$ cat src/rtl/frame_pkg.sv
// Frame geometry and capture FSM state type shared by the pixel serializer
// and the serial-to-parallel capture stage.
package frame_pkg;

   localparam int unsigned H_ACTIVE     = 640;
   localparam int unsigned V_ACTIVE     = 480;
   localparam int unsigned FRAME_PIXELS = H_ACTIVE * V_ACTIVE;
   localparam int unsigned CNT_W        = 19;
   localparam int unsigned COLOR_W      = 10;

   typedef enum logic [1:0] {
      IDLE,
      ARM,
      STREAM,
      FLUSH
   } frame_state_e;

endpackage : frame_pkg

$ cat src/rtl/luma_threshold.sv
// Two-stage pipeline: luminance sum (R + 2G + B), then compare of sum/4
// against the threshold. flush_i drops every pixel still in flight.
module luma_threshold #(
   parameter int unsigned COLOR_W = frame_pkg::COLOR_W
) (
   input  logic               iCLK,
   input  logic               iRST_n,
   input  logic               flush_i,
   input  logic               valid_i,
   input  logic [COLOR_W-1:0] r_i,
   input  logic [COLOR_W-1:0] g_i,
   input  logic [COLOR_W-1:0] b_i,
   input  logic [COLOR_W-1:0] thresh_i,
   output logic               s1_valid_o,
   output logic               valid_o,
   output logic               pixel_o
);

   localparam int unsigned SUM_W = COLOR_W + 2;

   logic [SUM_W-1:0] sum_d, sum_q;
   logic             s1_valid_q, s2_valid_q;
   logic             pixel_d, pixel_q;

   // Sum is wide enough for 4 * max channel value, so it never wraps.
   assign sum_d   = SUM_W'(r_i) + SUM_W'({g_i, 1'b0}) + SUM_W'(b_i);
   assign pixel_d = s1_valid_q && (sum_q[SUM_W-1:2] >= thresh_i);

   // Pipeline registers; a flush wins over any data moving this cycle.
   always_ff @(posedge iCLK or negedge iRST_n) begin
      if (!iRST_n) begin
         sum_q      <= '0;
         s1_valid_q <= 1'b0;
         s2_valid_q <= 1'b0;
         pixel_q    <= 1'b0;
      end else if (flush_i) begin
         s1_valid_q <= 1'b0;
         s2_valid_q <= 1'b0;
         pixel_q    <= 1'b0;
      end else begin
         s1_valid_q <= valid_i;
         if (valid_i) begin
            sum_q <= sum_d;
         end
         s2_valid_q <= s1_valid_q;
         pixel_q    <= pixel_d;
      end
   end

   assign s1_valid_o = s1_valid_q;
   assign valid_o    = s2_valid_q;
   assign pixel_o    = pixel_q;

endmodule : luma_threshold

$ cat src/rtl/pixel_binarize_serializer.sv
// Captures one camera frame on request, binarizes each pixel against a
// latched luminance threshold and emits it as a framed serial bit stream.
module pixel_binarize_serializer
   import frame_pkg::*;
#(
   parameter int unsigned H_ACTIVE = frame_pkg::H_ACTIVE,
   parameter int unsigned V_ACTIVE = frame_pkg::V_ACTIVE,
   parameter int unsigned COLOR_W  = frame_pkg::COLOR_W,
   parameter int unsigned CNT_W    = frame_pkg::CNT_W
) (
   input  logic               iCLK,
   input  logic               iRST_n,
   input  logic               iCAPTURE,
   input  logic [COLOR_W-1:0] iTHRESH,
   input  logic               iFRAME_START,
   input  logic               iDVAL,
   input  logic [COLOR_W-1:0] iR,
   input  logic [COLOR_W-1:0] iG,
   input  logic [COLOR_W-1:0] iB,
   output logic               oSTART,
   output logic               oVALID,
   output logic               oPIXEL,
   output logic               oDONE,
   output logic               oBUSY,
   output logic               oERROR
);

   localparam logic [CNT_W-1:0] FRAME_CNT = CNT_W'(H_ACTIVE * V_ACTIVE);

   frame_state_e       state_q, state_d;
   logic [CNT_W-1:0]   cnt_q, cnt_d;
   logic [COLOR_W-1:0] thresh_q, thresh_d;
   logic               start_q, start_d;
   logic               done_q, done_d;
   logic               error_q, error_d;
   logic               busy_q;
   logic               accept_c;
   logic               flush_c;
   logic               s1_valid;

   // Next-state logic: capture handshake, pixel counting, short-frame restart.
   always_comb begin
      state_d  = state_q;
      cnt_d    = cnt_q;
      thresh_d = thresh_q;
      start_d  = 1'b0;
      done_d   = 1'b0;
      error_d  = 1'b0;
      accept_c = 1'b0;
      flush_c  = 1'b0;
      case (state_q)
         IDLE: begin
            if (iCAPTURE) begin
               thresh_d = iTHRESH;
               state_d  = ARM;
            end
         end
         ARM: begin
            // A pixel arriving with the frame start is not part of the frame.
            if (iFRAME_START) begin
               start_d = 1'b1;
               cnt_d   = '0;
               state_d = STREAM;
            end
         end
         STREAM: begin
            if (iFRAME_START) begin
               // Camera restarted early: drop partial frame and recapture.
               error_d = 1'b1;
               start_d = 1'b1;
               flush_c = 1'b1;
               cnt_d   = '0;
            end else if (iDVAL) begin
               accept_c = 1'b1;
               cnt_d    = cnt_q + CNT_W'(1);
               if (cnt_d == FRAME_CNT) begin
                  state_d = FLUSH;
               end
            end
         end
         FLUSH: begin
            if (!s1_valid && !oVALID) begin
               done_d  = 1'b1;
               state_d = IDLE;
            end
         end
         default: state_d = IDLE;
      endcase
   end

   // State, counter, threshold and registered control outputs.
   always_ff @(posedge iCLK or negedge iRST_n) begin
      if (!iRST_n) begin
         state_q  <= IDLE;
         cnt_q    <= '0;
         thresh_q <= '0;
         start_q  <= 1'b0;
         done_q   <= 1'b0;
         error_q  <= 1'b0;
         busy_q   <= 1'b0;
      end else begin
         state_q  <= state_d;
         cnt_q    <= cnt_d;
         thresh_q <= thresh_d;
         start_q  <= start_d;
         done_q   <= done_d;
         error_q  <= error_d;
         busy_q   <= (state_d != IDLE);
      end
   end

   luma_threshold #(
      .COLOR_W (COLOR_W)
   ) u_luma (
      .iCLK       (iCLK),
      .iRST_n     (iRST_n),
      .flush_i    (flush_c),
      .valid_i    (accept_c),
      .r_i        (iR),
      .g_i        (iG),
      .b_i        (iB),
      .thresh_i   (thresh_q),
      .s1_valid_o (s1_valid),
      .valid_o    (oVALID),
      .pixel_o    (oPIXEL)
   );

   assign oSTART = start_q;
   assign oDONE  = done_q;
   assign oERROR = error_q;
   assign oBUSY  = busy_q;

endmodule : pixel_binarize_serializer

$ cat config.mk
export PLATFORM = sky130hd
export DESIGN_NAME = pixel_binarize_serializer
export DESIGN_NICKNAME = d
export VERILOG_FILES = /design/src/rtl/frame_pkg.sv /design/src/rtl/luma_threshold.sv /design/src/rtl/pixel_binarize_serializer.sv
export SDC_FILE = /design/constraint.sdc
export NUM_CORES = 1
export LEC_CHECK = 0
export ABC_AREA = 1
export CELL_PAD_IN_SITES_DETAIL_PLACEMENT = 1
export CELL_PAD_IN_SITES_GLOBAL_PLACEMENT = 2
export CORE_MARGIN = 1
export CORE_UTILIZATION = 29
export CTS_CLUSTER_DIAMETER = 150
export DETAILED_ROUTE_END_ITERATION = 8
export PLACE_DENSITY = 0.82
export SYNTH_ARGS = -nofsm -noshare
export SYNTH_HDL_FRONTEND = slang
export SYNTH_SLANG_ARGS = --single-unit
$ cat constraint.sdc
create_clock -name iCLK -period 1.8 [get_ports iCLK]
set_input_delay 0.36 -clock iCLK [delete_from_list [all_inputs] [get_ports iCLK]]
set_output_delay 0.36 -clock iCLK [all_outputs]
set_load 0.05 [all_outputs]
==> results of run 1 <==
## worst paths after layout
check	to	startpoint	slack, ns
min	cnt_q[12]	iRST_n	0.008
max reg2reg	oBUSY	cnt_q[3]	-0.01
min in group iCLK	u_luma.sum_q[10]	u_luma.sum_q[10]	0.49
min reg2reg	u_luma.sum_q[10]	u_luma.sum_q[10]	0.49
max	u_luma.sum_q[11]	iR[2]	-0.04
max in group asynchronous	cnt_q[2]	iRST_n	1.54
## cells in the final DEF, fill, tap and decap left out, types with 8 or more instances in the layout
cell and n:
nand2_1 75, buf_4 55, dfrtp_1 47, inv_1 41
nor2_1 30, nand3_1 20, a21oi_1 17, clkdlybuf4s50_1 16
nand2_2 15, ha_1 14, o21ai_0 13, nor2_2 12
buf_2 12, buf_6 12, o21ai_1 11, ha_4 11
inv_2 8
## critical path, stage by stage
cell and delay, ns:
buf_6 0.10, fa_2 0.60, inv_2 0.05, fa_2 0.39, inv_2 0.09, a21oi_4 0.07, o21ai_2 0.12, nand2_1 0.08
nand2_1 0.06, nand2_1 0.06, a2bb2oi_2 0.11
## routing by layer
layer | vias up | part of all wire | track usage
met5 | - | 0 | 0
met4 | 0 | 0.015 | 0.0470
met3 | 9 | 0.022 | 0.0236
met2 | 41 | 0.52 | 0.306
met1 | 1486 | 0.44 | 0.215
li1 | 1502 | - | -
## logic make-up after synthesis
logic type                 after synthesis  synth area share
adders and majority gates               35             0.159
muxes                                    1           0.00350
xor gates and xnor gates                10            0.0295
buffers and inverters                   53            0.0622
DFF                                     48             0.373
AOI/OAI and AO/OA                       65             0.113
and+or+nand+nor                        183             0.260
## flip-flops by register name, summed over array words and instances (netlist names), 2 cells and up
| name | count |
|---|---|
| state_q | 2 |
| u_luma.sum_q | 10 |
| cnt_q | 19 |
| thresh_q | 10 |
## repair_timing
item,in CTS,in global routing
pin swaps,53,56
gates cloned,0,1
hold endpoints to repair,0,0
buffers inserted,2,8
gates resized for setup,117,46
endpoints found under the setup margin,12,29
## report_power, final
| part | switching [mW] | internal (mW) |
|---|---|---|
| Clock | 0.424 | 0.419 |
| Combinational | 1.25 | 1.03 |
| Sequential | 0.138 | 1.34 |
| Total | 1.81 | 2.79 |
## area by class of cell
type,count,area (um2)
inverter,49,184
sequential,48,1200
tap,140,175
fill,1286,6120
timing repair buffer,105,856
clock buffer,5,68.8
multi-input combinational,294,2190
clock inverter,3,46.3
## through the flow
stage          setup TNS [ns]  utilization  power, mW  cells
3_3_place_gp            -6.48        0.397       3.43    625
2_1_floorplan          -0.711            -       2.70    395
4_1_cts                -0.330        0.417       4.50    635
6_report               -0.122        0.435       4.60    644
5_1_grt                -0.861        0.435       4.97    644
3_5_place_dp            -7.57        0.397       3.53    625
==> metrics.txt, run 1 <==
RSZ-0062 raised after global routing=true; post-synth top area cell=dfrtp_1; CP Max Fanout=2; startpoint types=primary input; DRC viols=2; Least-Margin Pin Slew=between 0.3 and 0.4 ns; Slew Limit Fails=0; clk sink count=48; Critical Path RT=2.06 ns; Final Wtd Congestion=between 0.7 and 0.8; Port-buffer cells=50; Hold Path Class=primary input to async pin; fin nets=between 500 and 600; first-pass GRT wire length=15400 um; Layout area overhead=46.6%; yosys warns=0; post-DR wirelength/cell=14.7 um; antenna violations before repair=0; vias in the first global route=between 3000 and 4000; CTS clk-pin slew, worst paths=0.11 ns; Post-Syn Nets=475; clk_skew=0.0177 ns; Finished Cell Area=between 0.004 and 0.005 mm2; Mapped Area=0.00322 mm2; Antenna Cells=0; H-Tree Depth=2; Post-synth EDFFs=0; final hold slack=0.00763 ns; min cycle time layout=1.84 ns; Post-DP Area=0.00431 mm2; drt pass-1 iters=6; DRT iter0 DRCs=61; via count=3038; pin count of the biggest net entering global routing=49; Post-Synthesis Cells=395; post-synthesis area per instance=slightly above 8 um2; most frequent cell after synthesis=nand2_1; maximum vdd drop=490 uV; crit share post-route=1.02; dpl ws=-0.736 ns; critical setup path kind=primary input to flip-flop; Leak=between 2 and 2.5 nW; die area=0.0115 mm2; CTS Hold Bufs=0; # setup viols final=5; Top FF cell, synth=dfrtp_1; starting density of the core=0.297; Yosys reg bits=48; HPWL after DPL=7130 um; CP Data Arrival Time=2.10 ns; Synth async-reset ratio=1.00; CTS root buffer=clkbuf_8; outcome=finished, violations left; Site Rows=38; Peak Freq=between 500 and 600 MHz; Synth top area share=0.373; Die H=107 um; Slew headroom=0.793; Worst Reg-to-Reg Cells=12; I/O Pins=51; Synth top cells by count=86 x nand2_1, 48 x dfrtp_1, 45 x inv_1; count of cell types in the netlist=36; TritonCTS Buffers=5; gr usage total=0.171; final hold viol count=0; final wirelength=9480 um; Seq/Total Area, Yosys=0.373; vias per std cell=around 4.7; buffers from clock root to sink, at most=2; Clk Latency, worst-skew pair=0.33 ns; Max-Cap Viols=0; post-route ant nets=0; core area=about 0.011 mm2; top cells by area, synth=dfrtp_1 37%, nand2_1 10%, ha_1 9.7%; GR Overflow Total=0; critical path endpoint category=flip-flop; pwr dens=975 mW/mm2; die width=approximately 110 um; failing checks=design-rule violations, negative setup slack; worst setup margin=-0.0444 ns; CTS tree=done; share of layout cells above drive strength 1=0.357
Power figures use the tool's default switching activity.
==> inputs of run 2 (changes only) <==
--- a/config.mk
+++ b/config.mk
@@ -5,14 +5,13 @@
 export SDC_FILE = /design/constraint.sdc
 export NUM_CORES = 1
 export LEC_CHECK = 0
-export ABC_AREA = 1
 export CELL_PAD_IN_SITES_DETAIL_PLACEMENT = 1
 export CELL_PAD_IN_SITES_GLOBAL_PLACEMENT = 2
 export CORE_MARGIN = 1
-export CORE_UTILIZATION = 29
+export CORE_UTILIZATION = 31
 export CTS_CLUSTER_DIAMETER = 150
 export DETAILED_ROUTE_END_ITERATION = 8
-export PLACE_DENSITY = 0.82
+export PLACE_DENSITY_LB_ADDON = 0.12
 export SYNTH_ARGS = -nofsm -noshare
 export SYNTH_HDL_FRONTEND = slang
 export SYNTH_SLANG_ARGS = --single-unit
==> metrics.txt, run 2 <==
failing checks=negative setup slack; Post-synth EDFFs=0 (unchanged); Simple-Gate Fraction of Synth Area=0.194 (-0.0653); CTS clk-pin slew, worst paths=0.10 ns (about the same); pin count of the biggest net entering global routing=21 (-57%); Layout Utilization=0.480 (+0.0445); critical path endpoint category=flip-flop; Synth top area share=0.369 (-0.00373); post-DR wirelength/cell=15.8 um (+7.4%); gr usage total=0.171 (-0.000407); max reg flops=19 (unchanged); post-route ant nets=0 (unchanged); top cells by area, synth=dfrtp_1 37%, ha_1 9.6%, fa_1 6.2%; Synth top cells by count=48 x dfrtp_1, 36 x o21ai_0, 31 x nand2_1; fin nets=548 (-6.0%); Hold Path Class=primary input to async pin; CP Max Fanout=3 (+1); post-synthesis area per instance=9.59 um2 (+18%); commonest non-fill, non-tap cell in the layout=buf_4; Least-Margin Pin Slew=0.509 ns (+0.198 ns); HPWL after DPL=6880 um (-3.5%); yosys warns=0 (unchanged); Synth async-reset ratio=1.00 (unchanged); Site Rows=37 (-2.6%); via count=3015 (-0.76%); multiplexer area fraction after synthesis=0.0377 (+0.0342); final hold viol count=0 (unchanged); post-synthesis compound-gate area fraction=0.163 (+0.0504); Slew Limit Fails=0 (unchanged); Port-buffer cells=50 (unchanged); startpoint types=primary input; Mapped Area=0.00325 mm2 (+1.0%); antenna violations before repair=0 (unchanged); clk_skew=0.0113 ns (-0.00636 ns); pwr dens=636 mW/mm2 (-35%); CTS root buffer=clkbuf_8; buffers from clock root to sink, at most=2 (unchanged); final hold slack=0.0113 ns (+0.00367 ns); vias per std cell=4.98 (+5.6%); share of layout cells above drive strength 1=0.377 (+0.0203); min cycle time layout=2.54 ns (+0.693 ns); most frequent cells in the layout=81 x buf_4, 45 x dfrtp_1, 29 x nand2_1; DRT iter0 DRCs=118 (+93%); Peak Freq=394 MHz (-27%); critical setup path kind=primary input to flip-flop; starting density of the core=0.318 (+0.0209); Top Registers=cnt_q: 19 flops, thresh_q: 10 flops, u_luma.sum_q: 10 flops; CTS tree=done; Layout area overhead=50.9%; worst setup margin=-0.737 ns (-0.693 ns); total negative slack=-3.97 ns (-3.84 ns); clk sink count=48 (unchanged); RSZ-0062 raised after global routing=true; Max-Cap Viols=0 (unchanged); Antenna Cells=0 (unchanged); drt pass-1 iters=4 (-2); slowest CP cell=fa_1; adder-cell share of the synthesized area=0.158 (-0.00159); TritonCTS Buffers=5 (unchanged); max incr delay on CP=0.62 ns (+0.02 ns); Clk Latency, worst-skew pair=0.31 ns (-0.02 ns); count of cell types in the netlist=55 (+53%); Post-Synthesis Cells=339 (-14%); Critical Path RT=2.03 ns (-0.03 ns); dpl ws=-1.20 ns (-0.465 ns); H-Tree Depth=2 (unchanged); Slew headroom=0.661 (-0.132); final wirelength=9570 um (+0.92%); Top FF cell, synth=dfrtp_1; GR Overflow Total=0 (unchanged); Leak=2.27 nW (+4.8%); post-synth top area cell=dfrtp_1; Die H=104 um (-2.7%); vias in the first global route=3147 (-4.8%); outcome=finished, violations left; most frequent cell after synthesis=dfrtp_1; Seq/Total Area, Yosys=0.369 (-0.00373); Yosys reg bits=48 (unchanged); CP Data Arrival Time=2.77 ns (+0.67 ns); die width=104 um (-2.7%); crit share post-route=1.41 (+0.385); Fillers=1167 (-9.3%); xor-xnor portion of the synthesized cell area=0.0377 (+0.00817); core area=0.0102 mm2 (-5.6%); CTS Hold Bufs=0 (unchanged); largest family of logic cells by synthesized area=simple AND/OR/NAND/NOR gates; maximum vdd drop=347 uV (-29%); Final Wtd Congestion=0.777 (-0.88%); first-pass GRT wire length=15200 um (-0.81%); DRC viols=0 (-2); Largest Register=cnt_q; Final Non-Filler Cells=605 (-6.1%); # setup viols final=9 (+4); I/O Pins=51 (unchanged); flop2flop setup slack=0.04 ns (+0.05 ns); Post-Syn Nets=419 (-12%); Inst Count DP=576 (-7.8%); die area=0.0109 mm2 (-5.4%); critical-path cell list=buf_6 > fa_1 > nand3_2 > fa_2 > nor2b_2 > o21a_1 > o21a_1 > buf_4 > buf_6 > o21ai_4 > a211o_1 > o21ai_1
[run 2: changes by cell type after synthesis, moves of 5 or more]
cell	previous run	this run
nor2_1	37	19
nor2b_1	0	7
o31ai_1	0	5
o21ai_0	22	36
nor2_2	9	0
o21ai_1	5	0
nand3_1	26	13
nand2_2	6	0
inv_1	45	18
nand2b_1	0	5
nand2_1	86	31
a21oi_1	25	9
nor3_1	2	8
mux2_2	1	10
[run 2: worst paths after layout]
path	endpoint	startpoint	cells past startpoint
min	oSTART	iRST_n	1
max in group asynchronous	cnt_q[5]	iRST_n	2
min in group iCLK	oDONE	u_luma.s1_valid_o	1
max reg2reg	u_luma.sum_q[9]	state_q[0]	8
min reg2reg	oDONE	u_luma.s1_valid_o	1
max	u_luma.sum_q[11]	iR[1]	12
[run 2: report_power, final]
group          internal (mW)  switching, mW
sequential              1.16         0.0584
clock                  0.276          0.395
combinational          0.662          0.568
total                   2.10           1.02
[run 2: logic make-up after synthesis]
logic type / after synthesis
multiplexers: 11
AO/OA/AOI/OAI: 84
adder cells (fa/ha/maj): 35
AND/OR/NAND/NOR: 115
XOR/XNOR: 14
buffers and inverters: 32
flip-flops: 48
[run 2: repair_timing]
item	in CTS	in global routing
resized for setup	69	61
setup buffers	12	12
gates cloned	0	1
setup endpoints to repair	17	28
pin swaps	27	38
[run 2: routing by layer]
layer / routed length [um] / track usage / up-vias
met5: 0 / 0 / -
li1: - / - / 1476
met4: 104 / 0.0367 / 0
met2: 4550 / 0.274 / 48
met3: 232 / 0.0213 / 8
met1: 4680 / 0.245 / 1483
[run 2: critical path: cells and delay by family]
kind                       cells  cell delay [ns]
buffers and inverters          3             0.30
and+or+nand+nor                2             0.28
adders and majority gates      2             1.01
AOI/OAI and AO/OA              5             0.82
[run 2: final cells by class]
| cell class | count | area [um2] | share of cell area |
|---|---|---|---|
| clock buffer | 5 | 68.8 | 0.0140 |
| clock inverter | 3 | 23.8 | 0.00484 |
| inverter | 19 | 73.8 | 0.0150 |
| multi-input combinational | 259 | 2210 | 0.451 |
| sequential | 48 | 1200 | 0.245 |
| tap | 136 | 170 | 0.0347 |
| timing repair buffer | 135 | 1150 | 0.235 |
[run 2: through the flow]
step / area, um2 / power [mW]
detailed placement: 4390 / 2.20
CTS: 4620 / 3.00
global route: 4910 / 3.34
finish: 4910 / 3.12
floorplan: 3290 / 1.75
global placement: 4390 / 2.17
==> inputs of run 3 (changes only) <==
--- a/config.mk
+++ b/config.mk
@@ -11,6 +11,7 @@
 export CORE_UTILIZATION = 31
 export CTS_CLUSTER_DIAMETER = 150
 export DETAILED_ROUTE_END_ITERATION = 8
+export GPL_TIMING_DRIVEN = 0
 export PLACE_DENSITY_LB_ADDON = 0.12
 export SYNTH_ARGS = -nofsm -noshare
 export SYNTH_HDL_FRONTEND = slang
==> metrics.txt, run 3 (synthesis results as in run 2) <==
outcome=finished, violations left; failing checks=negative setup slack; gr usage total=0.178 (+0.00671); clk_skew=0.0114 ns (+0.000109 ns); final hold viol count=0 (unchanged); vias in the first global route=3078 (-2.2%); Leak=2.17 nW (-4.6%); final wirelength=9130 um (-4.6%); DRT iter0 DRCs=104 (-12%); Inst Count DP=526 (-8.7%); H-Tree Depth=2 (unchanged); Port-buffer cells=50 (unchanged); Slew headroom=0.666 (+0.00548); die width=104 um (unchanged); Largest Register=cnt_q; CP Data Arrival Time=2.56 ns (-0.21 ns); Antenna Cells=0 (unchanged); crit share post-route=1.32 (-0.0887); Critical Path RT=1.98 ns (-0.05 ns); I/O Pins=51 (unchanged); Site Rows=37 (unchanged); post-DR wirelength/cell=16.0 um (+1.1%); Final Non-Filler Cells=571 (-5.6%); Layout area overhead=45.1%; buffers from clock root to sink, at most=2 (unchanged); CTS clk-pin slew, worst paths=0.09 ns (about the same); RSZ-0062 raised after global routing=true; final hold slack=0.455 ns (+0.443 ns); Slew Limit Fails=0 (unchanged); Clk Latency, worst-skew pair=0.30 ns (about the same); dpl ws=-1.23 ns (-0.0341 ns); most frequent cells in the layout=44 x dfrtp_1, 32 x buf_4, 29 x nand2_1; pin count of the biggest net entering global routing=38 (+81%); # setup viols final=9 (unchanged); min cycle time layout=2.38 ns (-0.160 ns); first-pass GRT wire length=15500 um (+1.9%); share of layout cells above drive strength 1=0.313 (-0.0648); Peak Freq=421 MHz (+6.7%); GR Overflow Total=0 (unchanged); Reg-to-Reg Start=cnt_q[1]; pwr dens=638 mW/mm2 (+0.31%); critical path endpoint category=flip-flop; starting density of the core=0.318 (unchanged); HPWL after DPL=6390 um (-7.2%); die area=0.0109 mm2 (unchanged); vias per std cell=5.02 (+0.68%); critical setup path kind=primary input to flip-flop; post-route ant nets=0 (unchanged); via count=2865 (-5.0%); maximum vdd drop=305 uV (-12%); CP Max Fanout=2 (-1); Final Wtd Congestion=0.748 (-3.7%); Hold Path Class=flip-flop to flip-flop; core area=0.0102 mm2 (unchanged); Die H=104 um (unchanged); commonest non-fill, non-tap cell in the layout=dfrtp_1; max reg flops=19 (unchanged); startpoint types=primary input; CTS tree=done; FF-to-FF End=state_q[0]; CTS root buffer=clkbuf_8; Least-Margin Pin Slew=0.500 ns (-0.00903 ns); flop2flop setup slack=-0.01 ns (-0.05 ns); worst setup margin=-0.578 ns (+0.160 ns); DRC viols=0 (unchanged); crit path capture=u_luma.sum_q[9]; fin nets=514 (-6.2%); Worst Reg-to-Reg Cells=9 (+1); drt pass-1 iters=4 (unchanged); antenna violations before repair=0 (unchanged); Layout Utilization=0.461 (-0.0185); critical path launch point=iB[2]; clk sink count=48 (unchanged); TritonCTS Buffers=5 (unchanged); Max-Cap Viols=0 (unchanged); Top Registers=cnt_q: 19 flops, thresh_q: 10 flops, u_luma.sum_q: 10 flops
## run 3: cell count changes in the layout (fill, tap and decap cells not counted), moves of 4 or more
cell	delta
o21ai_0	-4
dlygate4sd2_1	+11
buf_4	-49
o21ai_1	+4
## run 3: routing by layer
layer	up-vias	part of all wire	wire, um	global-route usage
met4	0	0.0093	85	0.0398
met1	1404	0.49	4430	0.248
met3	7	0.027	250	0.0207
met5	-	0	0	0
li1	1404	-	-	-
met2	50	0.48	4370	0.294
## run 3: cell type report
cell class	instances	area [um2]
Inverter	19	73.8
Clock inverter	2	10.0
Buffer	12	98.8
Fill cell	1131	5510
Tap cell	136	170
Clock buffer	6	82.6
Sequential cell	48	1210
Multi-Input combinational cell	259	2250
Timing Repair Buffer	89	828
## run 3: repair_timing
item	CTS	global route
gates resized for setup	115	49
pin swaps	37	29
setup endpoints to repair	33	31
hold buffers	1	0
setup buffers	34	6
endpoints found under the hold margin	11	0
cloned	1	0
## run 3: worst min path at each step
stage | start | to | slack, ns | depth (start not counted)
floorplan | iRST_n | cnt_q[0] | 0.06 | 0
global placement | u_luma.s1_valid_o | oDONE | 0.46 | 1
detailed placement | iRST_n | cnt_q[5] | 0.28 | 1
CTS | u_luma.s1_valid_o | oDONE | 0.46 | 1
global route | iRST_n | cnt_q[5] | 0.49 | 2
finish | u_luma.s1_valid_o | oDONE | 0.45 | 1
## run 3: where the power goes
group	total, mW	switching, mW	internal [mW]	leakage [nW]
Combinational	1.10	0.515	0.583	1.49
Clock	0.685	0.377	0.308	0.0510
Sequential	1.23	0.0658	1.16	0.628
Total	3.01	0.958	2.05	2.17
## run 3: worst max-delay path, cell delays in order
cell and delay, ns:
buf_6 0.09, fa_1 0.58, inv_2 0.05, fa_2 0.40, nor2b_2 0.12, o21a_1 0.13
o21a_1 0.15, o211ai_1 0.15, and3_1 0.18, or3_1 0.34
## run 3: metrics by stage
stage / TNS, ns / power [mW] / cell area (um2)
3_5_place_dp: -19.02 / 2.07 / 3980
2_1_floorplan: -2.40 / 1.75 / 3290
5_1_grt: -3.40 / 3.24 / 4720
3_3_place_gp: -75.53 / 2.04 / 3960
4_1_cts: -2.82 / 2.95 / 4520
6_report: -2.68 / 3.01 / 4720
